<file path="src/rtl/spi_pkg.sv">
// rtl/spi_pkg.sv - shared SPI definitions: default word width, FSM states, word type
package spi_pkg;

  localparam int SPI_WORD_W = 16;

  typedef logic [SPI_WORD_W-1:0] spi_word_t;

  typedef enum logic [1:0] {
    ST_IDLE    = 2'd0,
    ST_SHIFT   = 2'd1,
    ST_WAIT_CS = 2'd2
  } spi_state_t;

endpackage

</file>
<file path="src/rtl/spi_rx_fifo.sv">
// rtl/spi_rx_fifo.sv - receive word buffer; circular FIFO when SPI_RX_FIFO_EN is defined,
// otherwise a single holding register
module spi_rx_fifo
  import spi_pkg::*;
#(
  parameter int WORD_W = SPI_WORD_W
`ifdef SPI_RX_FIFO_EN
  , parameter int DEPTH = 4
`endif
) (
  input  logic              clk,
  input  logic              reset_n,
  input  logic              i_push,
  input  logic [WORD_W-1:0] i_data,
  input  logic              i_pop,
  output logic              o_full,
  output logic              o_empty,
  output logic [WORD_W-1:0] o_data
);

`ifdef SPI_RX_FIFO_EN
  localparam int PTR_W = $clog2(DEPTH);

  logic [WORD_W-1:0] r_mem [DEPTH];
  logic [PTR_W-1:0]  r_wr_ptr;
  logic [PTR_W-1:0]  r_rd_ptr;
  logic [PTR_W:0]    r_count;
  logic              w_wr;
  logic              w_rd;

  assign o_full  = (r_count == (PTR_W+1)'(DEPTH));
  assign o_empty = (r_count == '0);
  assign o_data  = r_mem[r_rd_ptr];
  assign w_rd    = i_pop && !o_empty;
  // A full buffer still accepts a word when the head leaves in the same cycle.
  assign w_wr    = i_push && (!o_full || w_rd);

  always_ff @(posedge clk or negedge reset_n) begin
    if (!reset_n) begin
      for (int i = 0; i < DEPTH; i++) r_mem[i] <= '0;
      r_wr_ptr <= '0;
      r_rd_ptr <= '0;
      r_count  <= '0;
    end else begin
      if (w_wr) begin
        r_mem[r_wr_ptr] <= i_data;
        r_wr_ptr        <= r_wr_ptr + 1'b1;
      end
      if (w_rd) r_rd_ptr <= r_rd_ptr + 1'b1;
      case ({w_wr, w_rd})
        2'b10:   r_count <= r_count + 1'b1;
        2'b01:   r_count <= r_count - 1'b1;
        default: r_count <= r_count;
      endcase
    end
  end
`else
  logic [WORD_W-1:0] r_data;
  logic              r_valid;

  assign o_full  = r_valid;
  assign o_empty = !r_valid;
  assign o_data  = r_data;

  always_ff @(posedge clk or negedge reset_n) begin
    if (!reset_n) begin
      r_data  <= '0;
      r_valid <= 1'b0;
    end else if (i_push && (!r_valid || i_pop)) begin
      r_data  <= i_data;
      r_valid <= 1'b1;
    end else if (i_pop) begin
      r_valid <= 1'b0;
    end
  end
`endif

endmodule

</file>
<file path="src/rtl/spi_rx.sv">
// rtl/spi_rx.sv - SPI mode-0 slave receiver with synchronized inputs and word buffer;
// SPI_RX_FIFO_EN selects a FIFO_DEPTH-entry FIFO instead of a single holding register
module spi_rx
  import spi_pkg::*;
#(
  parameter int WORD_W     = SPI_WORD_W,
  parameter int FIFO_DEPTH = 4
) (
  input  logic              clk,
  input  logic              reset_n,
  input  logic              sck,
  input  logic              cs_n,
  input  logic              sdi,
  output logic [WORD_W-1:0] rx_data,
  output logic              rx_valid,
  input  logic              rx_ready,
  output logic              overflow,
  output logic              frame_err
);

  localparam int CNT_W = (WORD_W > 1) ? $clog2(WORD_W) : 1;

  if (FIFO_DEPTH < 2 || (FIFO_DEPTH & (FIFO_DEPTH - 1)) != 0) begin : g_bad_fifo_depth
    $error("spi_rx: FIFO_DEPTH must be a power of two >= 2");
  end

  logic              r_sck_s1, r_sck_s2, r_sck_d;
  logic              r_cs_s1, r_cs_s2, r_cs_d;
  logic              r_sdi_s1, r_sdi_s2;
  logic [1:0]        r_sync_fill;
  spi_state_t        r_state, w_state_nxt;
  logic [CNT_W-1:0]  r_bit_cnt;
  logic [WORD_W-1:0] r_shift;
  logic              r_overflow, r_frame_err;

  logic              w_sample, w_cs_fall, w_last_bit;
  logic              w_start, w_push, w_pop, w_abort;
  logic              w_full, w_empty;
  logic [WORD_W-1:0] w_word;

  // r_sync_fill marks when the synchronizers hold real pin levels rather than reset values,
  // so a cs_n held low through reset is not mistaken for the end of a frame.
  always_ff @(posedge clk or negedge reset_n) begin
    if (!reset_n) begin
      r_sck_s1    <= 1'b0;
      r_sck_s2    <= 1'b0;
      r_sck_d     <= 1'b0;
      r_cs_s1     <= 1'b1;
      r_cs_s2     <= 1'b1;
      r_cs_d      <= 1'b1;
      r_sdi_s1    <= 1'b0;
      r_sdi_s2    <= 1'b0;
      r_sync_fill <= '0;
    end else begin
      r_sck_s1    <= sck;
      r_sck_s2    <= r_sck_s1;
      r_sck_d     <= r_sck_s2;
      r_cs_s1     <= cs_n;
      r_cs_s2     <= r_cs_s1;
      r_cs_d      <= r_cs_s2;
      r_sdi_s1    <= sdi;
      r_sdi_s2    <= r_sdi_s1;
      r_sync_fill <= {r_sync_fill[0], 1'b1};
    end
  end

  assign w_sample   = r_sck_s2 && !r_sck_d && !r_cs_s2;
  assign w_cs_fall  = r_cs_d && !r_cs_s2;
  assign w_last_bit = (r_bit_cnt == CNT_W'(WORD_W - 1));
  assign w_word     = {r_shift[WORD_W-2:0], r_sdi_s2};

  always_ff @(posedge clk or negedge reset_n) begin
    if (!reset_n) r_state <= ST_WAIT_CS;
    else          r_state <= w_state_nxt;
  end

  always_comb begin
    w_state_nxt = r_state;
    w_start     = 1'b0;
    w_push      = 1'b0;
    w_abort     = 1'b0;
    case (r_state)
      ST_WAIT_CS: if (r_sync_fill[1] && r_cs_s2) w_state_nxt = ST_IDLE;
      ST_IDLE: begin
        if (w_cs_fall) begin
          w_state_nxt = ST_SHIFT;
          w_start     = 1'b1;
        end
      end
      ST_SHIFT: begin
        if (r_cs_s2) begin
          w_state_nxt = ST_IDLE;
          w_abort     = (r_bit_cnt != '0);
        end else if (w_sample && w_last_bit) begin
          w_push = 1'b1;
        end
      end
      default: w_state_nxt = ST_WAIT_CS;
    endcase
  end

  always_ff @(posedge clk or negedge reset_n) begin
    if (!reset_n) begin
      r_bit_cnt <= '0;
      r_shift   <= '0;
    end else if (w_start) begin
      r_bit_cnt <= '0;
      r_shift   <= '0;
    end else if (r_state == ST_SHIFT && w_sample) begin
      r_shift   <= w_word;
      r_bit_cnt <= w_last_bit ? '0 : r_bit_cnt + 1'b1;
    end
  end

  assign rx_valid = !w_empty;
  assign w_pop    = rx_valid && rx_ready;

  always_ff @(posedge clk or negedge reset_n) begin
    if (!reset_n) begin
      r_overflow  <= 1'b0;
      r_frame_err <= 1'b0;
    end else begin
      r_overflow  <= w_push && w_full && !w_pop;
      r_frame_err <= w_abort;
    end
  end

  assign overflow  = r_overflow;
  assign frame_err = r_frame_err;

  spi_rx_fifo #(
    .WORD_W (WORD_W)
`ifdef SPI_RX_FIFO_EN
    , .DEPTH (FIFO_DEPTH)
`endif
  ) u_fifo (
    .clk     (clk),
    .reset_n (reset_n),
    .i_push  (w_push),
    .i_data  (w_word),
    .i_pop   (w_pop),
    .o_full  (w_full),
    .o_empty (w_empty),
    .o_data  (rx_data)
  );

endmodule

</file>
<file path="config.mk">
export PLATFORM = sky130hd
export DESIGN_NAME = spi_rx
export DESIGN_NICKNAME = d
export VERILOG_FILES = /design/src/rtl/spi_pkg.sv /design/src/rtl/spi_rx_fifo.sv /design/src/rtl/spi_rx.sv
export SDC_FILE = /design/constraint.sdc
export NUM_CORES = 1
export LEC_CHECK = 0
export CORE_ASPECT_RATIO = 1.4
export CORE_MARGIN = 2
export CORE_UTILIZATION = 57
export CTS_CLUSTER_SIZE = 8
export DETAILED_ROUTE_END_ITERATION = 12
export GPL_TIMING_DRIVEN = 1
export PLACE_DENSITY_LB_ADDON = 0.15
export SLEW_MARGIN = 10
export SYNTH_ARGS = -nofsm -noshare
export SYNTH_HDL_FRONTEND = slang
export SYNTH_SLANG_ARGS = --single-unit
</file>
<file path="constraint.sdc">
create_clock -name clk -period 4.4 [get_ports clk]
set_input_delay 0.88 -clock clk [delete_from_list [all_inputs] [get_ports clk]]
set_output_delay 0.88 -clock clk [all_outputs]
set_load 0.02 [all_outputs]
</file>
==> reports/metrics.cfg, run 1 <==
[sta]
setup_viol=0
rsz0062_at_grt=false
fin_setup_tns_ps=0
relSlewSlack_pct=29.0
finClkSkew_ps=10.7
min_period_ps=2180
period_share_pct=49.5
fmax_ghz=0.459
worstMarginPinSlew_ps=1070
finalHoldViolCount=0
drv_slew=0

[floorplan]
coreArea_um2=3180
start_util_pct=60.3
rows=24
die_area_um2=3860
fp.dieH_um=72.7
top_level_ports=25
die_w_um=53.1

[run_status]
status=completed

[synthesis]
post-synth-top-area-fraction_pct=59.9
netlist-cell-type-count=29
yosys.area_share.xor_xnor_pct=0
synth_mux_area_share_pct=11.9
synth_compound_area_share_pct=4.43
synthTopCellsByArea=dfrtp_1, mux2_4, nand2_1, dfstp_2, mux2_2
postSynthCellCount=150
syn_nets=158
yosys_warnings=0
synth_top_family_by_area=simple AND/OR/NAND/NOR gates
synthSimpleGateAreaFrac_pct=14.9
ys_ff_latch=50
ys_seq_area_share_pct=65.4
yosysTopAreaCell=dfrtp_1
syn_avg_cell_area_um2=12.8
netlist_area_um2=1920
synthAdderAreaFrac_pct=1.30

[route]
dr.first_iter.drc_count=34
ant_nets=0
vias_per_cell=5.49
drc=0
firstDrtPassIters=4
wl_mm=3.09
via_count=1185
post_drt_wl_per_cell_um=14.3

[worst_hold_path]
hold_class=flip-flop to flip-flop
holdCritStartpoint=r_sck_s1
min_path_cells=0
worstHoldEndpoint=r_sck_s2

[layout]
fin_cells=216
area_growth_syn_to_layout_pct=17.4
diodes=0
layout_commonest_cell=dfrtp_1
most-common-layout-cells=dfrtp_1, nand2_1, clkdlybuf4s50_1
layout-drive-gt1-share_pct=16.4
nNetsFinal=184

[worst_setup_path]
worstReg2RegStart=r_state[1]
path_cells=nor2_2, and4b_1, nand3b_4, mux2_4
crit_path_max_fanout=21
end_kind=flip-flop
required_ps=4590
ff2ff_path_depth=4
worstSetupPathType=flip-flop to flip-flop
reg2reg_to=u_fifo.o_data[7]
regToRegSetupSlack_ps=2220
max_stage_delay_ps=730
cp-start-kind=flip-flop
slowest_stage=and4b_1
cp.arrival_ps=2360

[cts]
cts_setup_buffers=0
cts_buffers=5
cts_tree=yes
cts.htree.levels=2
cts_resized=0
clkLatencyLatePin_ps=300
clock_sinks=50
clock_path_buffers=2
ctsHoldBuffers=0
clk_pin_slew_ps=80
clock-root-buffer=clkbuf_8

[pwr]
p_total_uw=753
ir_drop_mv=0.321
p_leak_nw=1.08
powerDensity_nw_per_um2=334

[grt]
grt_pass1_wl_mm=5.51
grt-ovfl-total=0
use_met1_pct=23.9
grt.busiest_layer=met2
use_met2_pct=32.2
antenna_found_initial=0
grt_util_all_layers_pct=20.0
grt_pass1_vias=1210
gr-usage-met3_pct=6.15
grt_max_degree=51

[flow_run]
maxCapViolCount=0

[place]
dp_hpwl_mm=2.14
dp.cells=208
io_buffers=24
gp_congestion=0.703

==> cell families (layout without fill, tap and decap cells) <==
| logic type | count (synthesis) | count (layout) |
|---|---|---|
| AND/OR/NAND/NOR | 58 | 58 |
| flip-flops | 50 | 50 |
| multiplexers | 17 | 17 |
| AO/OA/AOI/OAI | 15 | 15 |
| buffers and inverters | 7 | 34 |
| adder cells (fa/ha/maj) | 2 | 2 |
| other | 1 | 1 |
==> registers in the layout, summed over array words and instances (netlist names) <==
register,flops
r_sync_fill,2
r_sck_s1,1
r_cs_s2,1
r_bit_cnt,4
overflow,1
r_shift,15
r_sck_s2,1
r_cs_d,1
r_state,2
r_sdi_s1,1
frame_err,1
u_fifo.o_data,16
r_cs_s1,1
r_sck_d,1
u_fifo.o_full,1
r_sdi_s2,1
==> critical path: cells and delay by family (launching register included) <==
family | cells | cell delay, ps
flip-flops | 1 | 390
multiplexers | 1 | 400
AND/OR/NAND/NOR | 3 | 1270
==> worst max-delay path by stage <==
stage | from | cells past startpoint | slack [ps] | end
finish | r_state[1] | 4 | 2220 | u_fifo.o_data[7]
global route | r_state[1] | 4 | 2070 | u_fifo.o_data[10]
CTS | r_state[1] | 4 | 2210 | u_fifo.o_data[7]
detailed placement | rx_ready | 4 | 2060 | u_fifo.o_data[10]
global placement | rx_ready | 4 | 2110 | u_fifo.o_data[6]
floorplan | rx_ready | 4 | 2610 | u_fifo.o_data[10]
==> Yosys cell counts, drive strengths merged <==
master,n
nand4b,1
nand2b,1
nand3b,2
nand2,36
buf,5
and4b,1
ha,2
conb,1
a211oi,1
o21a,2
a21oi,9
dfrtp,46
nor2,2
inv,2
mux2i,1
nand4,1
mux2,16
nor4b,1
or3,1
o31ai,1
nand3,11
dfstp,4
o21ai,2
nor3,1
==> power breakdown <==
| part | switching (mW) | internal, mW | total (mW) |
|---|---|---|---|
| clock | 0.136 | 0.113 | 0.250 |
| sequential | 0.00686 | 0.469 | 0.476 |
| combinational | 0.0186 | 0.00893 | 0.0275 |
| total | 0.162 | 0.591 | 0.753 |
==> stage by stage <==
stage	setup WS (ps)	cell area, µm²	hold WS [ps]	utilization (%)
floorplan	2610	1920	331	-
global placement	2110	2170	333	68.3
detailed placement	2060	2170	340	68.3
CTS	2210	2250	359	70.8
global route	2070	2250	362	70.8
finish	2220	2250	355	70.8
==> routing by layer <==
layer | wire (µm) | share of wire, %
met5 | 0 | 0
met4 | 78 | 2.5
met3 | 140 | 4.5
met2 | 1520 | 49
met1 | 1350 | 44
==> area by class of cell <==
type | instances | area, µm²
Inverter | 2 | 7.51
Tap cell | 39 | 48.8
Clock buffer | 8 | 80.1
Fill cell | 246 | 928
Sequential cell | 50 | 1260
Timing Repair Buffer | 24 | 235
Multi-Input combinational cell | 93 | 627
Power figures use the tool's default switching activity.
==> inputs of run 2 (changes only) <==
--- a/config.mk
+++ b/config.mk
@@ -7,7 +7,7 @@
 export LEC_CHECK = 0
 export CORE_ASPECT_RATIO = 1.4
 export CORE_MARGIN = 2
-export CORE_UTILIZATION = 57
+export CORE_UTILIZATION = 48
 export CTS_CLUSTER_SIZE = 8
 export DETAILED_ROUTE_END_ITERATION = 12
 export GPL_TIMING_DRIVEN = 1
==> constraint.sdc (replaced) <==
create_clock -name clk -period 1.85 [get_ports clk]
set_input_delay 0.37 -clock clk [delete_from_list [all_inputs] [get_ports clk]]
set_output_delay 0.37 -clock clk [all_outputs]
set_load 0.02 [all_outputs]
==> reports/metrics.cfg, run 2 (synthesis gave the netlist of run 1 again) <==
[route]
firstDrtPassIters=4  ; unchanged
post_drt_wl_per_cell_um=14.1  ; was 14.3 µm
wl_mm=3.19  ; was 3.09 mm
ant_nets=0  ; unchanged
via_count=1213  ; was 1185
dr.first_iter.drc_count=43  ; was 34
drc=0  ; unchanged
vias_per_cell=5.37  ; was 5.49

[worst_setup_path]
worstSetupPathType=flip-flop to flip-flop  ; unchanged
critical_path.startpoint=r_cs_s2  ; was r_state[1]
cp-start-kind=flip-flop  ; unchanged
required_ps=2040  ; was 4590 ps
ff2ff_path_depth=4  ; unchanged
cp.arrival_ps=1840  ; was 2360 ps
regToRegSetupSlack_ps=200  ; was 2220 ps
path_cells=nor2_2, and4b_1, nand3b_4, mux2_2  ; was nor2_2, and4b_1, nand3b_4, mux2_4
end_kind=flip-flop  ; unchanged
max_stage_delay_ps=590  ; was 730 ps
slowest_stage=dfstp_2  ; was and4b_1
reg2reg_to=u_fifo.o_data[5]  ; was u_fifo.o_data[7]
crit_path_end=u_fifo.o_data[5]  ; was u_fifo.o_data[7]
crit_path_max_fanout=16  ; was 21
worstReg2RegStart=r_cs_s2  ; was r_state[1]

[run_status]
status=completed  ; unchanged

[layout]
fin_area_um2=2340  ; was 2250 µm²
most-common-layout-cells=dfrtp_1, nand2_1, clkdlybuf4s50_1  ; unchanged
largest_reg_flops=16  ; unchanged
n_fill_cell=309  ; was 246
postLayoutCoreUtil_pct=60.3  ; was 70.8%
layout_commonest_cell=dfrtp_1  ; unchanged
diodes=0  ; unchanged
layout-drive-gt1-share_pct=20.8  ; was 16.4%
nNetsFinal=190  ; was 184
area_growth_syn_to_layout_pct=22.0  ; was 17.4%

[cts]
cts_resized=0  ; unchanged
cts.htree.levels=2  ; unchanged
clock_sinks=50  ; unchanged
clkLatencyLatePin_ps=300  ; about the same
cts_tree=yes  ; unchanged
cts_setup_buffers=0  ; unchanged
clk_pin_slew_ps=90  ; was 80 ps
clock_path_buffers=2  ; unchanged
cts_buffers=5  ; unchanged
ctsHoldBuffers=0  ; unchanged
clock-root-buffer=clkbuf_8  ; unchanged

[sta]
hold_ws_ps=14.5  ; was 355 ps
setup_viol=0  ; unchanged
period_share_pct=89.0  ; was 49.5%
rsz0062_at_grt=false  ; unchanged
min_period_ps=1650  ; was 2180 ps
finalHoldViolCount=0  ; unchanged
fmax_ghz=0.607  ; was 0.459 GHz
drv_slew=0  ; unchanged
finClkSkew_ps=8.63  ; was 10.7 ps
fin_setup_tns_ps=0  ; unchanged

[place]
io_buffers=24  ; unchanged
placed_cell_area_um2=2240  ; was 2170 µm²
gp_congestion=0.700  ; was 0.703
dp_hpwl_mm=2.26  ; was 2.14 mm

[grt]
grt_util_all_layers_pct=16.2  ; was 20.0%
grt-ovfl-total=0  ; unchanged
grt_pass1_vias=1195  ; was 1210
grt_pass1_wl_mm=5.55  ; was 5.51 mm
antenna_found_initial=0  ; unchanged
grt_max_degree=51  ; unchanged

[pwr]
p_seq_share_pct=59.6  ; was 63.2%
pwr-share-clk_pct=36.5  ; was 33.2%
p_leak_nw=1.13  ; was 1.08 nW
p_total_mw=1.89  ; was 753 µW
power_switching_uw=409  ; was 162 µW
powerDensity_nw_per_um2=809  ; was 334 nW/µm²
combPwrFrac_pct=3.9  ; was 3.7%
switching_share_pct=21.6  ; was 21.5%
ir_drop_mv=0.684  ; was 0.321 mV
intPower_mw=1.49  ; was 591 µW

[floorplan]
rows=27  ; was 24
coreArea_um2=3880  ; was 3180 µm²
fp.dieH_um=78.8  ; was 72.7 µm
top_level_ports=25  ; unchanged
start_util_pct=49.4  ; was 60.3%
die_w_um=57.5  ; was 53.1 µm
die_area_um2=4530  ; was 3860 µm²

[worst_hold_path]
hold_class=input pin to async pin  ; was flip-flop to flip-flop

[flow_run]
maxCapViolCount=0  ; unchanged

==> run 2: changes by cell type in the layout (fill, tap and decap cells not counted) <==
cell / previous run / this run
buf_12: 0 / 1
buf_4: 0 / 5
clkbuf_1: 3 / 0
clkbuf_8: 5 / 7
clkinv_4: 0 / 1
==> run 2: worst max-delay path: cells and delay by family (launching register included) <==
family / cells / cell delay, ps
flops: 1 / 590
mux: 1 / 380
simple gates: 3 / 570
==> run 2: metrics by stage <==
stage	instances	setup WS, ps
2_1_floorplan	150	310
3_3_place_gp	218	83.1
3_5_place_dp	218	39.9
4_1_cts	226	187
5_1_grt	226	133
6_report	226	203
==> run 2: layout make-up <==
type                       instances  area (µm²)  area share [%]
sequential                        50        1260            53.6
clock buffer                       7        96.3            4.11
timing repair buffer              30         293            12.5
multi-input combinational         93         627            26.8
tap                               43        53.8            2.30
clock inverter                     1        8.76           0.374
inverter                           2        7.51           0.321
==> run 2: worst min-delay path by stage <==
stage / depth (start not counted) / start / slack, ps / endpoint
global route: 2 / reset_n / 50 / r_shift[13]
floorplan: 0 / reset_n / 70 / frame_err
finish: 2 / reset_n / 10 / u_fifo.o_data[13]
detailed placement: 0 / r_sck_s1 / 340 / r_sck_s2
global placement: 0 / r_sck_s1 / 330 / r_sck_s2
CTS: 2 / reset_n / 50 / r_shift[14]
==> run 2: power by group through the flow <==
stage	clock (mW)	sequential [mW]	combinational [mW]
4_1_cts	0.704	1.13	0.0758
6_report	0.691	1.13	0.0731
2_1_floorplan	0	1.15	0.0268
5_1_grt	0.753	1.13	0.0844
3_3_place_gp	0	1.15	0.0728
3_5_place_dp	0	1.15	0.0751
==> run 2: routing by layer <==
layer	vias to the layer above	track usage (%)	routed length, µm	share of wire, %
li1	568	-	-	-
met2	24	28.1	1660	52
met4	0	4.88	44	1.4
met3	6	5.05	139	4.4
met1	615	19.0	1350	42
met5	-	0	0	0
==> inputs of run 3 (changes only) <==
--- a/config.mk
+++ b/config.mk
@@ -5,9 +5,12 @@
 export SDC_FILE = /design/constraint.sdc
 export NUM_CORES = 1
 export LEC_CHECK = 0
+export CELL_PAD_IN_SITES_DETAIL_PLACEMENT = 0
+export CELL_PAD_IN_SITES_GLOBAL_PLACEMENT = 1
 export CORE_ASPECT_RATIO = 1.4
 export CORE_MARGIN = 2
-export CORE_UTILIZATION = 48
+export CORE_UTILIZATION = 39
+export CTS_BUF_LIST = sky130_fd_sc_hd__clkbuf_16
 export CTS_CLUSTER_SIZE = 8
 export DETAILED_ROUTE_END_ITERATION = 12
 export GPL_TIMING_DRIVEN = 1
==> reports/metrics.cfg, run 3 (synthesis gave the netlist of run 1 again) <==
[run_status]
status=completed  ; unchanged

[layout]
diodes=0  ; unchanged
most-common-layout-cells=dfrtp_1, nand2_1, clkdlybuf4s50_1  ; unchanged
largest_reg_flops=16  ; unchanged
nNetsFinal=191  ; was 190
layout_commonest_cell=dfrtp_1  ; unchanged
area_growth_syn_to_layout_pct=25.5  ; was 22.0%
layout-drive-gt1-share_pct=19.6  ; was 20.8%

[floorplan]
die_w_um=63.3  ; was 57.5 µm
coreArea_um2=4800  ; was 3880 µm²
rows=30  ; was 27
top_level_ports=25  ; unchanged
start_util_pct=40.0  ; was 49.4%
die_area_um2=5510  ; was 4530 µm²
fp.dieH_um=87.0  ; was 78.8 µm

[place]
io_buffers=24  ; unchanged
gp_congestion=0.719  ; was 0.700
dp_hpwl_mm=2.31  ; was 2.26 mm

[route]
post_drt_wl_per_cell_um=13.2  ; was 14.1 µm
vias_per_cell=4.94  ; was 5.37
via_count=1225  ; was 1213
wl_mm=3.28  ; was 3.19 mm
drc=0  ; unchanged
wl_met3_um=160  ; was 139 µm
ant_nets=0  ; unchanged
dr.first_iter.drc_count=54  ; was 43
firstDrtPassIters=4  ; unchanged
highest_layer=met4  ; unchanged
met1_length_mm=1.28  ; was 1.35 mm
detailroute.wirelength.met2_mm=1.78  ; was 1.66 mm

[cts]
clk_pin_slew_ps=60  ; was 90 ps
cts.htree.levels=2  ; unchanged
clock_path_buffers=2  ; unchanged
clock-root-buffer=clkbuf_16  ; was clkbuf_8
cts_tree=yes  ; unchanged
ctsHoldBuffers=1  ; was 0
clkLatencyLatePin_ps=280  ; was 300 ps
clock_sinks=50  ; unchanged
cts_setup_buffers=0  ; unchanged
cts_resized=0  ; unchanged
cts_buffers=5  ; unchanged

[worst_hold_path]
holdCritStartpoint=r_sck_s1
hold_class=flip-flop to flip-flop  ; was input pin to async pin
min_path_cells=0
worstHoldEndpoint=r_sck_s2

[sta]
min_period_ps=1620  ; was 1650 ps
finalHoldViolCount=0  ; unchanged
drv_slew=0  ; unchanged
rsz0062_at_grt=false  ; unchanged
fin_setup_tns_ps=0  ; unchanged
fmax_ghz=0.616  ; was 0.607 GHz
period_share_pct=87.8  ; was 89.0%
setup_viol=0  ; unchanged
finClkSkew_ps=3.57  ; was 8.63 ps

[worst_setup_path]
ff2ff_path_depth=4  ; unchanged
required_ps=2020  ; was 2040 ps
crit_path_max_fanout=16  ; unchanged
regToRegSetupSlack_ps=230  ; was 200 ps
end_kind=flip-flop  ; unchanged
max_stage_delay_ps=390  ; was 590 ps
worstSetupPathType=flip-flop to flip-flop  ; unchanged
cp.arrival_ps=1790  ; was 1840 ps
worstReg2RegStart=r_state[1]  ; was r_cs_s2
critical_path.startpoint=r_state[1]  ; was r_cs_s2
slowest_stage=dfstp_2  ; unchanged
cp-start-kind=flip-flop  ; unchanged
reg2reg_to=u_fifo.o_data[9]  ; was u_fifo.o_data[5]
path_cells=nor2_2, and4b_1, nand3b_4, mux2_4  ; was nor2_2, and4b_1, nand3b_4, mux2_2

[grt]
grt-ovfl-total=0  ; unchanged
grt_pass1_wl_mm=5.85  ; was 5.55 mm
antenna_found_initial=0  ; unchanged
grt_pass1_vias=1237  ; was 1195
grt_max_degree=46  ; was 51
grt_util_all_layers_pct=13.9  ; was 16.2%

[pwr]
p_leak_nw=1.15  ; was 1.13 nW
powerDensity_nw_per_um2=848  ; was 809 nW/µm²
ir_drop_mv=0.719  ; was 0.684 mV
p_total_mw=2.05  ; was 1.89 mW

[flow_run]
maxCapViolCount=0  ; unchanged

[run 3: cell types whose count changed in the layout (fill, tap and decap cells not counted)]
| cell | delta |
|---|---|
| clkbuf_8 | -7 |
| clkbuf_16 | +5 |
| clkinv_1 | +1 |
| clkinv_2 | +1 |
| clkinv_4 | -1 |
| dlygate4sd3_1 | +1 |
| inv_1 | +1 |
[run 3: final cells by class]
cell class | instances | area, µm²
multi-input cells | 93 | 627
inverters | 2 | 7.51
flip-flops and latches | 50 | 1260
repair buffers | 31 | 303
fillers | 479 | 2390
clock buffers | 5 | 125
clock inverters | 3 | 12.5
well taps | 64 | 80.1
[run 3: worst max-delay path: cells and delay by family (launching register included)]
family	cells	cell delay (ps)
flip-flops	1	390
AND/OR/NAND/NOR	3	740
multiplexers	1	380
[run 3: how the worst max path moves through the flow]
stage | endpoint | cells past startpoint
4_1_cts | u_fifo.o_data[9] | 4
6_report | u_fifo.o_data[9] | 4
2_1_floorplan | u_fifo.o_data[10] | 5
3_5_place_dp | u_fifo.o_data[9] | 4
5_1_grt | u_fifo.o_data[9] | 4
3_3_place_gp | u_fifo.o_data[6] | 4
[run 3: layer usage]
layer / GRT usage (%) / vias up
li1: - / 573
met1: 16.4 / 609
met2: 23.9 / 36
met3: 4.14 / 7
met4: 5.53 / 0
met5: 0 / -
[run 3: through the flow]
stage          instance area, µm²  instances  setup WS, ps  utilization [%]  hold slack (ps)
2_1_floorplan                1920        150           310                -             74.4
5_1_grt                      2410        248           123             50.2              358
4_1_cts                      2410        248           201             50.2              350
3_3_place_gp                 2260        239          72.3             47.1              209
3_5_place_dp                 2260        239          48.3             47.1              211
6_report                     2410        248           226             50.2              346
[run 3: report_power, final]
part / switching [mW] / leakage, nW / total, mW / internal (mW)
combinational: 0.0446 / 0.411 / 0.0740 / 0.0295
sequential: 0.0148 / 0.666 / 1.13 / 1.12
clock: 0.352 / 0.0724 / 0.840 / 0.488
total: 0.411 / 1.15 / 2.05 / 1.63
